$ cat src/rtl/gen_job_scheduler_if.sv
// Request/worker bus of the generator job scheduler: requester handshake, worker strobes, results.
// master drives requests and worker completions; slave is the scheduler itself.
interface gen_job_scheduler_if #(
    parameter int NUM_REQ = 4,
    parameter int PIX_W   = 12
);
    logic [NUM_REQ-1:0] req_in;
    logic [NUM_REQ-1:0] grant_out;
    logic [NUM_REQ-1:0] ack_out;
    logic               busy_out;
    logic               worker_start_out;
    logic               worker_abort_out;
    logic               worker_done_in;
    logic [PIX_W-1:0]   worker_pixel_in;
    logic [PIX_W-1:0]   result_out;
    logic               result_valid_out;
    logic               timeout_out;
    logic [15:0]        job_count_out;

    modport master (
        output req_in, worker_done_in, worker_pixel_in,
        input  grant_out, ack_out, busy_out, worker_start_out, worker_abort_out,
        input  result_out, result_valid_out, timeout_out, job_count_out
    );

    modport slave (
        input  req_in, worker_done_in, worker_pixel_in,
        output grant_out, ack_out, busy_out, worker_start_out, worker_abort_out,
        output result_out, result_valid_out, timeout_out, job_count_out
    );
endinterface

$ cat src/rtl/gen_job_scheduler.sv
// Round-robin sharing of the single nonogram generator worker; start pulse, wait for done, ack owner.
// Optional watchdog abort of a stuck worker when GEN_SCHED_TIMEOUT_EN is defined.
module gen_job_scheduler #(
    parameter int NUM_REQ        = 4,
    parameter int PIX_W          = 12,
    parameter int TIMEOUT_CYCLES = 65536
) (
    input  logic                 clk_in,
    input  logic                 reset_n_in,
    gen_job_scheduler_if.slave   bus
);
    localparam int IDX_W = (NUM_REQ > 1) ? $clog2(NUM_REQ) : 1;

    if (NUM_REQ < 2 || NUM_REQ > 8 || TIMEOUT_CYCLES < 2) begin : g_bad_cfg
        $error("gen_job_scheduler: unsupported NUM_REQ or TIMEOUT_CYCLES");
    end

    typedef enum logic [2:0] {S_IDLE, S_START, S_BUSY, S_DONE, S_TOUT} state_t;

    state_t             state_q, state_d;
    logic [IDX_W-1:0]   rr_ptr_q, rr_ptr_d, idx_q, idx_d, pick_idx;
    logic               pick_vld;
    logic [NUM_REQ-1:0] grant_q, grant_d, ack_q, ack_d;
    logic               busy_q, busy_d, start_q, start_d, rv_q, rv_d;
    logic [PIX_W-1:0]   result_q, result_d;
    logic [15:0]        count_q, count_d;

    function automatic logic [IDX_W-1:0] rr_index(input logic [IDX_W-1:0] base, input int off);
        int s;
        s = int'(base) + off;
        if (s >= NUM_REQ) s = s - NUM_REQ;
        return IDX_W'(s);
    endfunction

    // First requester at or after rr_ptr, wrapping.
    always_comb begin
        pick_vld = 1'b0;
        pick_idx = '0;
        for (int i = 0; i < NUM_REQ; i++) begin
            if (!pick_vld && bus.req_in[rr_index(rr_ptr_q, i)]) begin
                pick_vld = 1'b1;
                pick_idx = rr_index(rr_ptr_q, i);
            end
        end
    end

`ifdef GEN_SCHED_TIMEOUT_EN
    localparam int TIMER_W = $clog2(TIMEOUT_CYCLES + 1);
    logic [TIMER_W-1:0] timer_q, timer_d;
    logic               abort_q, abort_d, tout_q, tout_d;
`endif

    always_comb begin
        state_d  = state_q;
        rr_ptr_d = rr_ptr_q;
        idx_d    = idx_q;
        grant_d  = grant_q;
        ack_d    = '0;
        start_d  = 1'b0;
        rv_d     = 1'b0;
        result_d = result_q;
        count_d  = count_q;
`ifdef GEN_SCHED_TIMEOUT_EN
        timer_d  = timer_q;
        abort_d  = 1'b0;
        tout_d   = 1'b0;
`endif
        case (state_q)
            S_IDLE: begin
                if (pick_vld) begin
                    state_d = S_START;
                    idx_d   = pick_idx;
                    grant_d = {{(NUM_REQ-1){1'b0}}, 1'b1} << pick_idx;
                    start_d = 1'b1;
                end
            end
            S_START: begin
                state_d = S_BUSY;
`ifdef GEN_SCHED_TIMEOUT_EN
                timer_d = '0;
`endif
            end
            S_BUSY: begin
`ifdef GEN_SCHED_TIMEOUT_EN
                timer_d = timer_q + TIMER_W'(1);
`endif
                // A done on the watchdog edge still completes normally.
                if (bus.worker_done_in) begin
                    state_d  = S_DONE;
                    result_d = bus.worker_pixel_in;
                    ack_d    = grant_q;
                    rv_d     = 1'b1;
                    count_d  = count_q + 16'd1;
                    rr_ptr_d = rr_index(idx_q, 1);
                end
`ifdef GEN_SCHED_TIMEOUT_EN
                else if (timer_q == TIMER_W'(TIMEOUT_CYCLES - 1)) begin
                    state_d  = S_TOUT;
                    ack_d    = grant_q;
                    abort_d  = 1'b1;
                    tout_d   = 1'b1;
                    count_d  = count_q + 16'd1;
                    rr_ptr_d = rr_index(idx_q, 1);
                end
`endif
            end
            default: begin
                state_d = S_IDLE;
                grant_d = '0;
            end
        endcase
        busy_d = (state_d != S_IDLE);
    end

    always_ff @(posedge clk_in) begin
        if (!reset_n_in) begin
            state_q  <= S_IDLE;
            rr_ptr_q <= '0;
            idx_q    <= '0;
            grant_q  <= '0;
            ack_q    <= '0;
            busy_q   <= 1'b0;
            start_q  <= 1'b0;
            rv_q     <= 1'b0;
            result_q <= '0;
            count_q  <= '0;
        end else begin
            state_q  <= state_d;
            rr_ptr_q <= rr_ptr_d;
            idx_q    <= idx_d;
            grant_q  <= grant_d;
            ack_q    <= ack_d;
            busy_q   <= busy_d;
            start_q  <= start_d;
            rv_q     <= rv_d;
            result_q <= result_d;
            count_q  <= count_d;
        end
    end

`ifdef GEN_SCHED_TIMEOUT_EN
    always_ff @(posedge clk_in) begin
        if (!reset_n_in) begin
            timer_q <= '0;
            abort_q <= 1'b0;
            tout_q  <= 1'b0;
        end else begin
            timer_q <= timer_d;
            abort_q <= abort_d;
            tout_q  <= tout_d;
        end
    end
    assign bus.worker_abort_out = abort_q;
    assign bus.timeout_out      = tout_q;
`else
    assign bus.worker_abort_out = 1'b0;
    assign bus.timeout_out      = 1'b0;
`endif

    assign bus.grant_out        = grant_q;
    assign bus.ack_out          = ack_q;
    assign bus.busy_out         = busy_q;
    assign bus.worker_start_out = start_q;
    assign bus.result_out       = result_q;
    assign bus.result_valid_out = rv_q;
    assign bus.job_count_out    = count_q;
endmodule

$ cat src/flat_wrapper.sv
// flat-port wrapper written by rule: the top's interface ports become plain ports
module gen_job_scheduler_flat 
#(
    parameter int NUM_REQ        = 4,
    parameter int PIX_W          = 12,
    parameter int TIMEOUT_CYCLES = 65536
)
  (clk_in, reset_n_in, bus_req_in, bus_worker_done_in, bus_worker_pixel_in, bus_grant_out, bus_ack_out, bus_busy_out, bus_worker_start_out, bus_worker_abort_out, bus_result_out, bus_result_valid_out, bus_timeout_out, bus_job_count_out);
  gen_job_scheduler_if #(.NUM_REQ(NUM_REQ), .PIX_W(PIX_W)) bus_i ();
  input  logic clk_in;
  input  logic reset_n_in;
  input wire logic [$bits(bus_i.req_in)-1:0] bus_req_in;
  input wire logic [$bits(bus_i.worker_done_in)-1:0] bus_worker_done_in;
  input wire logic [$bits(bus_i.worker_pixel_in)-1:0] bus_worker_pixel_in;
  output wire logic [$bits(bus_i.grant_out)-1:0] bus_grant_out;
  output wire logic [$bits(bus_i.ack_out)-1:0] bus_ack_out;
  output wire logic [$bits(bus_i.busy_out)-1:0] bus_busy_out;
  output wire logic [$bits(bus_i.worker_start_out)-1:0] bus_worker_start_out;
  output wire logic [$bits(bus_i.worker_abort_out)-1:0] bus_worker_abort_out;
  output wire logic [$bits(bus_i.result_out)-1:0] bus_result_out;
  output wire logic [$bits(bus_i.result_valid_out)-1:0] bus_result_valid_out;
  output wire logic [$bits(bus_i.timeout_out)-1:0] bus_timeout_out;
  output wire logic [$bits(bus_i.job_count_out)-1:0] bus_job_count_out;
  assign bus_i.req_in = bus_req_in;
  assign bus_i.worker_done_in = bus_worker_done_in;
  assign bus_i.worker_pixel_in = bus_worker_pixel_in;
  assign bus_grant_out = bus_i.grant_out;
  assign bus_ack_out = bus_i.ack_out;
  assign bus_busy_out = bus_i.busy_out;
  assign bus_worker_start_out = bus_i.worker_start_out;
  assign bus_worker_abort_out = bus_i.worker_abort_out;
  assign bus_result_out = bus_i.result_out;
  assign bus_result_valid_out = bus_i.result_valid_out;
  assign bus_timeout_out = bus_i.timeout_out;
  assign bus_job_count_out = bus_i.job_count_out;
  gen_job_scheduler #(.NUM_REQ(NUM_REQ), .PIX_W(PIX_W), .TIMEOUT_CYCLES(TIMEOUT_CYCLES)) u_core (.clk_in(clk_in), .reset_n_in(reset_n_in), .bus(bus_i));
endmodule
$ cat config.mk
export PLATFORM = sky130hd
export DESIGN_NAME = gen_job_scheduler_flat
export DESIGN_NICKNAME = d
export VERILOG_FILES = /design/src/rtl/gen_job_scheduler_if.sv /design/src/rtl/gen_job_scheduler.sv /design/src/flat_wrapper.sv
export SDC_FILE = /design/constraint.sdc
export NUM_CORES = 1
export LEC_CHECK = 0
export CORE_AREA = 5 5 68 70
export CTS_CLUSTER_SIZE = 40
export DETAILED_ROUTE_END_ITERATION = 8
export DIE_AREA = 0 0 73 75
export GPL_ROUTABILITY_DRIVEN = 0
export PLACE_DENSITY = 0.82
export RECOVER_POWER = 50
export SLEW_MARGIN = 20
export SYNTH_ARGS = -nofsm -noshare
export SYNTH_HDL_FRONTEND = slang
export SYNTH_SLANG_ARGS = --single-unit
export TNS_END_PERCENT = 5
$ cat constraint.sdc
create_clock -name clk_in -period 4.9 [get_ports clk_in]
set_clock_uncertainty 0.1 [all_clocks]
set_input_delay 0.49 -clock clk_in [delete_from_list [all_inputs] [get_ports clk_in]]
set_output_delay 0.49 -clock clk_in [all_outputs]
set_load 0.005 [all_outputs]
==> results of run 1 <==
power breakdown:
group	total, mW	leakage, nW	internal (mW)	switching (mW)
sequential	0.384	0.372	0.379	0.00477
clock	0.277	0.0573	0.163	0.114
combinational	0.0448	0.701	0.0267	0.0181
state kept, by name, indices dropped and copies added, names as in the netlist:
name,flops
u_core.bus.job_count_out,16
u_core.bus.result_out,12
u_core.bus.ack_out,4
u_core.bus.grant_out,4
u_core.state_q,3
u_core.idx_q,2
u_core.rr_ptr_q,2
u_core.bus.busy_out,1
u_core.bus.result_valid_out,1
u_core.bus.worker_start_out,1
layout make-up:
class	instances	area, um2	area share (%)
clock buffer	6	82.6	3.22
clock inverter	1	30.0	1.17
inverter	3	11.3	0.440
multi-input combinational	146	890	34.7
sequential	46	921	36.0
tap	50	62.6	2.44
timing repair buffer	57	564	22.0
worst reg2reg max path: cells and delay by family, from the launching register on:
kind / cells / cell delay [ns]
xor+xnor: 1 / 0.14
flops: 1 / 0.38
simple gates: 4 / 1.60
through the flow:
stage               worst slack (ns)  cells  total power, mW  hold WS, ns
floorplan                       3.25    205            0.414        0.360
global placement                2.09    302            0.439        0.353
detailed placement              2.03    302            0.440        0.362
CTS                             2.33    309            0.715        0.375
global route                    2.21    309            0.733        0.391
finish                          2.38    309            0.705        0.365
path summary, 6_finish.rpt:
kind | slack (ns) | endpoint | from
min | 0.36 | u_core.bus.result_out[9]$_SDFFE_PN0P_ | u_core.bus.result_out[9]$_SDFFE_PN0P_
max | 2.38 | u_core.bus.job_count_out[13]$_SDFFE_PN0P_ | bus_worker_done_in
max reg2reg | 2.58 | u_core.bus.job_count_out[13]$_SDFFE_PN0P_ | u_core.state_q[0]$_SDFF_PN0_
min reg2reg | 0.36 | u_core.bus.result_out[9]$_SDFFE_PN0P_ | u_core.bus.result_out[9]$_SDFFE_PN0P_
layer usage:
| layer | vias to the layer above | GRT usage, % | part of all wire, % |
|---|---|---|---|
| li1 | 778 | - | - |
| met5 | - | 0 | 0 |
| met2 | 36 | 24.4 | 48 |
| met3 | 4 | 3.34 | 6.0 |
| met4 | 0 | 5.53 | 1.2 |
| met1 | 670 | 18.5 | 45 |
layout by cell type (no fill, tap or decap), drive strengths merged, types with 2 or more instances in the layout:
master	count
a21boi	15
a21oi	4
and2	15
and3	10
clkbuf	7
clkdlybuf4s50	18
conb	3
dfxtp	46
dlygate4sd3	38
inv	3
mux2i	2
nand2	40
nand2b	6
nand3	4
nand4	4
nor2	6
nor2b	2
nor4	2
o21ai	7
or3	2
xnor2	11
xor2	4
cells by family after synthesis:
logic type	count (synthesis)	synth area share (%)
AND/OR/NAND/NOR	94	27.0
flip-flops	46	49.3
XOR/XNOR	15	7.04
other	1	0.201
multiplexers	2	1.07
adder cells (fa/ha/maj)	1	0.670
buffers and inverters	13	3.42
AO/OA/AOI/OAI	31	11.3
==> flow_summary.yaml, run 1 <==
sta:
  setup_tns_ns: 0
  setup_viol: 0
  drv_slew: 0
  hold_violations: 0
  relSlewSlack_pct: 18.1
  tightest_slew_ns: 1.23
  max_freq_ghz: 0.396
  layout_min_cycle_time_ns: 2.52
  rsz0062_at_grt: "no"
  min_period_over_period_pct: 51.5
layout:
  finalInstanceArea_um2: 2560
  num_antenna_cells: 0
  layout-drive-gt1-share_pct: 4.25
  nNetsFinal: 279
  area_growth_pct: 37.2
  final_util_pct: 65.4
  n_fill_cell: 352
grt:
  grt_overflow: 0
  grt_antenna_before_repair: 0
  grt_start_max_net_pins: 40
  grt.total_usage_pct: 14.7
  grt_pass1_wl_um: 6350
  grt_pass1_vias: 1379
clock_network:
  clock_sinks: 46
  cts_root_buffer: "clkbuf_8"
  cts_inserted_buffers: 5
  clk_pin_slew_ns: 0.08
  postCtsHoldBufs: 0
  cts_tree: "yes"
  clock_latency_ns: 0.29
  post_cts_buffers: 0
  clock_tree.buffer_depth: 2
  h-tree-depth: 2
  cts_resized: 0
yosys:
  yosys_warnings: 0
  syn_area_um2: 1870
  synth_ff_type: "dfxtp_1"
  synth.top_cell.area_share_pct: 49.3
  ys_ff_latch: 46
  synth_most_common_cell: "dfxtp_1"
  syn_area_per_cell_um2: 9.20
  synthCells: 203
  yosys.area.top_type: "dfxtp_1"
  ys_async_sr_fraction_pct: 0
  synth_cell_type_count: 34
  synth.cells.most_frequent: "46 x dfxtp_1, 40 x nand2_1, 15 x and2_1, 13 x a21boi_0, 11 x xnor2_1"
  netlist_top_cells_area: "dfxtp_1 49%, nand2_1 8.0%, a21boi_0 5.2%"
  synth_edf_count: 0
  ys_seq_area_share_pct: 49.3
worst_setup_path:
  r2r_cells: 5
  path_cells: "clkdlybuf4s50_1, nand4bb_1, nor4_4, nand3_1, xnor2_1, and2_1"
  startpoint_type: "primary input"
  worst-path-stages: 6
  critPathKind: "primary input to flop"
  worstSetupEndpointType: "flop"
  cpPeakStageDelay_ns: 0.67
  cp_slowest_cell: "nand4bb_1"
  cp_top_family: "simple AND/OR/NAND/NOR gates"
  path_max_fanout: 18
  worstPathRequired_ns: 4.98
  crit_arrival_ns: 2.61
  cp_num_buf_inv: 1
power:
  ir_drop_v: 0.000157
  p_leak_nw: 1.13
  powerDensity_nw_per_um2: 275
route:
  drc: 0
  num_vias: 1488
  drtIter0Drc: 62
  drtPass1Iterations: 4
  wirelength_um: 3760
  antenna_left: 0
  wl_per_cell_um: 12.2
  routed_via_density: 4.82
die:
  rows: 23
  start_util_pct: 47.7
  pin_count: 60
  die_w_um: 73
  chipHeight_um: 75
  core_um2: 3910
  die-area_um2: 5480
min_path:
  min_path_type: "flop to flop"
  holdPathStages: 2
placement:
  hpwlAfterDp_um: 2760
  place_area_um2: 2450
  buffer_ports.inserted: 57
job:
  max_cap_viol_count: 0
outcome:
  status: "completed"
(Power assumes the default switching activity.)
==> inputs of run 2 (changes only) <==
- CORE_AREA: 5 5 68 70 -> 5 5 71 73
- DIE_AREA: 0 0 73 75 -> 0 0 76 78
- PLACE_DENSITY: 0.82 -> 0.76
- clock period: 4.9 -> 2.38 ns (I/O delays scaled with it)
==> run 2 against run 1 <==
  * Cell area grew 0.93%
  * Count of clock-buffer cells in the layout decreased by 1
  * Register-to-register slack got worse by 1.9 ns
  * Core utilization down 5.2 points
  * Global-route usage down 1.2 points
  * Sequential share of layout area fell by 0.33 points
  * Critical path type is now flop to flop
  * Critical endpoint is now u_core.bus.job_count_out[14]$_SDFFE_PN0P_
  * Largest power group unchanged
  * Routed wire length grew 1.2%
==> flow_summary.yaml, run 2 (synthesized netlist as in run 1, its figures left out) <==
route:
  antenna_left: 0
  num_vias: 1508
  wl_per_cell_um: 12.1
  routed_via_density: 4.79
  drc: 0
  wirelength_um: 3810
  drtPass1Iterations: 4
  drtIter0Drc: 51
clock_network:
  cts_resized: 0
  post_cts_buffers: 0
  clock_tree.buffer_depth: 2
  cts_tree: "yes"
  cts_inserted_buffers: 5
  clock_sinks: 46
  cts_root_buffer: "clkbuf_8"
  clk_pin_slew_ns: 0.09
  clock_latency_ns: 0.30
  h-tree-depth: 2
  postCtsHoldBufs: 0
sta:
  setup_tns_ns: 0
  drv_slew: 0
  rsz0062_at_grt: "no"
  hold_violations: 0
  setup_viol: 0
  max_freq_ghz: 0.583
  min_period_over_period_pct: 72.1
  layout_min_cycle_time_ns: 1.72
  fin_ws_ns: 0.663
grt:
  grt.total_usage_pct: 13.4
  grt_pass1_vias: 1454
  grt_antenna_before_repair: 0
  grt_start_max_net_pins: 36
  grt_pass1_wl_um: 6670
  grt_overflow: 0
placement:
  buffer_ports.inserted: 57
  hpwlAfterDp_um: 2790
  pre_cts_ws_ns: 0.355
min_path:
  min_path_type: "flop to flop"
power:
  p_comb_share_pct: 6.4
  p_int_mw: 1.16
  power.share.sequential_pct: 53.3
  sw_frac_of_total_pct: 21.7
  p_clk_share_pct: 40.3
  switching_power_uw: 322
  power_mw: 1.48
  powerDensity_nw_per_um2: 573
  ir_drop_v: 0.000287
  p_leak_nw: 1.09
worst_setup_path:
  cp_top_family: "simple AND/OR/NAND/NOR gates"
  crit_arrival_ns: 1.82
  path_cells: "nand4bb_1, nor4_1, nand2_1, xnor2_1, and2_1"
  path_max_fanout: 5
  critPathKind: "flop to flop"
  worstPathRequired_ns: 2.48
  cp_num_buf_inv: 0
  cp_slowest_cell: "nor4_1"
  startpoint_type: "flop"
  worstSetupEndpointType: "flop"
  cpPeakStageDelay_ns: 0.42
die:
  pin_count: 60
  die-area_um2: 5930
  core_um2: 4290
  die_w_um: 76
  chipHeight_um: 78
  start_util_pct: 43.5
  rows: 24
layout:
  nNetsFinal: 282
  layout-drive-gt1-share_pct: 5.32
  largest_reg_flops: 16
  n_fill_cell: 387
  num_antenna_cells: 0
  layout_commonest_cell: "dfxtp_1"
  area_growth_pct: 38.5
  seq_area_um2: 921
  multiInputGateArea_um2: 878
  final_cell_mix: "46 x dfxtp_1, 40 x nand2_1, 33 x clkdlybuf4s50_1"
  final_util_pct: 60.2
job:
  max_cap_viol_count: 0
outcome:
  status: "completed"
==> run 2: power groups by stage <==
stage               Combinational, mW  Sequential, mW  Clock (mW)
detailed placement             0.0983           0.809           0
global route                    0.106           0.791       0.636
global placement               0.0980           0.809           0
finish                         0.0946           0.789       0.596
floorplan                      0.0455           0.808           0
CTS                            0.0990           0.791       0.610
==> run 2: routing by layer <==
layer  global-route usage (%)  vias up  routed length [um]
met5                        0        -                   0
li1                         -      782                   -
met1                     15.9      682                1790
met2                     22.6       37                1730
met3                     4.05        7                 219
met4                     5.34        0                  68
==> run 2: metrics by stage <==
step	cell area [um2]	hold slack, ns	std cells
6_report	2580	0.362	315
5_1_grt	2580	0.387	315
4_1_cts	2600	0.369	315
3_5_place_dp	2480	0.356	307
3_3_place_gp	2480	0.349	307
2_1_floorplan	1870	0.283	205
==> run 2: path summary, 6_finish.rpt <==
kind / start / end / slack (ns) / cells after the start
worst max-delay path: u_core.state_q[0]$_SDFF_PN0_ / u_core.bus.job_count_out[14]$_SDFFE_PN0P_ / 0.66 / 5
worst min-delay path: u_core.bus.result_out[2]$_SDFFE_PN0P_ / u_core.bus.result_out[2]$_SDFFE_PN0P_ / 0.36 / 2
worst max register to register: u_core.state_q[0]$_SDFF_PN0_ / u_core.bus.job_count_out[14]$_SDFFE_PN0P_ / 0.66 / 5
worst min register to register: u_core.bus.result_out[2]$_SDFFE_PN0P_ / u_core.bus.result_out[2]$_SDFFE_PN0P_ / 0.36 / 2
==> run 2: cell type report <==
class	count	share of cell area, %
Timing Repair Buffer	60	22.9
Clock inverter	3	1.84
Tap cell	52	2.52
Inverter	3	0.436
Multi-Input combinational cell	146	34.0
Sequential cell	46	35.6
Clock buffer	5	2.66
==> run 2: worst reg2reg max path, delay by kind of cell (launching register included) <==
| kind | cells | cell delay (ns) |
|---|---|---|
| and+or+nand+nor | 4 | 1.02 |
| xor gates and xnor gates | 1 | 0.13 |
| DFF | 1 | 0.36 |
==> inputs of run 3 (changes only) <==
- clock period: 2.38 -> 1.6 ns (I/O delays scaled with it)
==> run 3 against run 2 <==
  * Via count up 6.5%
  * Combinational power increased by 88%
  * Clock power rose by 43%
  * Count of clock-buffer cells in the layout is the same
  * Global-route usage increased by 0.66 points
  * Critical path depth rose by 1
  * Worst hold slack got worse by 0.041 ns
  * Core utilization is 5.3 points higher
  * Routed wire length increased by 9.6%
  * Critical path type unchanged
  * Critical endpoint is now u_core.bus.job_count_out[12]$_SDFFE_PN0P_
  * Largest power group unchanged
==> flow_summary.yaml, run 3 (synthesized netlist as in run 1, its figures left out) <==
outcome:
  status: "completed"
sta:
  whs_ns: 0.322
  layout_min_cycle_time_ns: 1.60
  min_period_over_period_pct: 99.9
  rsz0062_at_grt: "yes"
  fin_ws_ns: 0.00128
  max_freq_ghz: 0.626
  hold_violations: 0
  setup_viol: 0
  drv_slew: 0
power:
  p_int_mw: 1.74
  p_comb_share_pct: 8.1
  switching_power_uw: 464
  p_leak_nw: 1.15
  power_mw: 2.20
  sw_frac_of_total_pct: 21.1
  powerDensity_nw_per_um2: 782
  ir_drop_v: 0.000523
  power.share.sequential_pct: 53.3
  p_clk_share_pct: 38.6
grt:
  grt_use_met3_pct: 4.28
  grt_pass1_vias: 1503
  grt_util_met2_pct: 23.5
  grt_pass1_wl_um: 6960
  grt_antenna_before_repair: 0
  use_met1_pct: 17.1
  grt_start_max_net_pins: 36
  grt_overflow: 0
  busiest_layer: "met2"
  grt.total_usage_pct: 14.1
route:
  antenna_left: 0
  drtPass1Iterations: 4
  drtIter0Drc: 56
  drc: 0
  num_vias: 1606
  wirelength_um: 4170
  routed_via_density: 4.72
  wl_per_cell_um: 12.3
die:
  start_util_pct: 43.5
  pin_count: 60
  die-area_um2: 5930
  chipHeight_um: 78
  die_w_um: 76
  rows: 24
  core_um2: 4290
worst_setup_path:
  path_max_fanout: 4
  startpoint_type: "flop"
  path_cells: "nand4_1, buf_4, nor4_4, nand2_1, xnor2_1, and2_1"
  cp_num_buf_inv: 1
  worstPathRequired_ns: 1.69
  cp_top_family: "simple AND/OR/NAND/NOR gates"
  worstSetupEndpointType: "flop"
  critPathKind: "flop to flop"
  cp_slowest_cell: "dfxtp_2"
  crit_arrival_ns: 1.69
  cpPeakStageDelay_ns: 0.35
min_path:
  min_path_type: "primary input to flop"
job:
  max_cap_viol_count: 0
clock_network:
  clk_pin_slew_ns: 0.09
  cts_tree: "yes"
  clock_tree.buffer_depth: 2
  clock_latency_ns: 0.29
  h-tree-depth: 2
  clock_sinks: 46
  postCtsHoldBufs: 0
  cts_inserted_buffers: 5
  cts_root_buffer: "clkbuf_8"
placement:
  hpwlAfterDp_um: 3060
  buffer_ports.inserted: 57
  dp_cells: 330
  pre_cts_ws_ns: -0.372
layout:
  layout_commonest_cell: "clkdlybuf4s50_1"
  final_cells: 340
  n_fill_cell: 378
  final_cell_mix: "57 x clkdlybuf4s50_1, 40 x nand2_1, 40 x dfxtp_1"
  layout-drive-gt1-share_pct: 16.0
  final_util_pct: 65.5
  area_growth_pct: 50.7
  num_antenna_cells: 0
  nNetsFinal: 307
  largest_reg_flops: 16
[run 3: cell types whose count changed in the layout (fill, tap and decap cells not counted), moves of 2 or more]
cell	previous run	this run
clkinvlp_4	0	2
dfxtp_2	0	6
dfxtp_1	46	40
clkbuf_1	0	2
inv_6	2	0
clkdlybuf4s50_1	33	57
dlygate4sd3_1	24	0
buf_4	3	26
[run 3: final cells by class]
| class | instances | area (um2) | share of cell area [%] |
|---|---|---|---|
| Multi-Input combinational cell | 146 | 921 | 32.7 |
| Clock inverter | 3 | 45.0 | 1.60 |
| Sequential cell | 46 | 928 | 33.0 |
| Inverter | 3 | 11.3 | 0.400 |
| Clock buffer | 5 | 68.8 | 2.45 |
| Timing Repair Buffer | 85 | 773 | 27.5 |
| Tap cell | 52 | 65.1 | 2.31 |
[run 3: power groups by stage]
stage | logic [mW] | clock network [mW] | registers (mW)
after floorplan | 0.0677 | 0 | 1.20
after global placement | 0.175 | 0 | 1.20
after detailed placement | 0.177 | 0 | 1.20
after CTS | 0.179 | 0.871 | 1.17
after global routing | 0.196 | 0.931 | 1.18
final | 0.178 | 0.850 | 1.17
[run 3: what timing repair did]
item                                    in CTS  in global routing
endpoints found under the setup margin       4                 12
resized for setup                            2                  9
buffers inserted                             0                  2
endpoints found under the hold margin        0                  0
pin swaps                                    2                  4
[run 3: worst paths after layout]
check	slack, ns	start	end	cells past startpoint
max	0.001	u_core.bus.job_count_out[6]$_SDFFE_PN0P_	u_core.bus.job_count_out[12]$_SDFFE_PN0P_	6
min	0.32	bus_worker_pixel_in[1]	u_core.bus.result_out[1]$_SDFFE_PN0P_	3
max reg2reg	0.001	u_core.bus.job_count_out[6]$_SDFFE_PN0P_	u_core.bus.job_count_out[12]$_SDFFE_PN0P_	6
min reg2reg	0.36	u_core.bus.result_out[5]$_SDFFE_PN0P_	u_core.bus.result_out[5]$_SDFFE_PN0P_	2
[run 3: tightest hold or removal path, cell delays in order]
cell and delay (ns):
clkdlybuf4s50_1 0.40, nand2_1 0.05, a21boi_0 0.06
[run 3: layer usage]
layer | wire length [um] | part of all wire (%) | vias up
met3 | 223 | 5.3 | 4
met5 | 0 | 0 | -
met2 | 1960 | 47 | 42
met4 | 43 | 1.0 | 0
met1 | 1940 | 47 | 724
li1 | - | - | 836
[run 3: through the flow]
stage | setup TNS [ns] | area, um2
detailed placement | -4.12 | 2650
finish | 0 | 2810
global route | -0.815 | 2810
global placement | -3.45 | 2650
CTS | 0 | 2780
floorplan | 0 | 1870
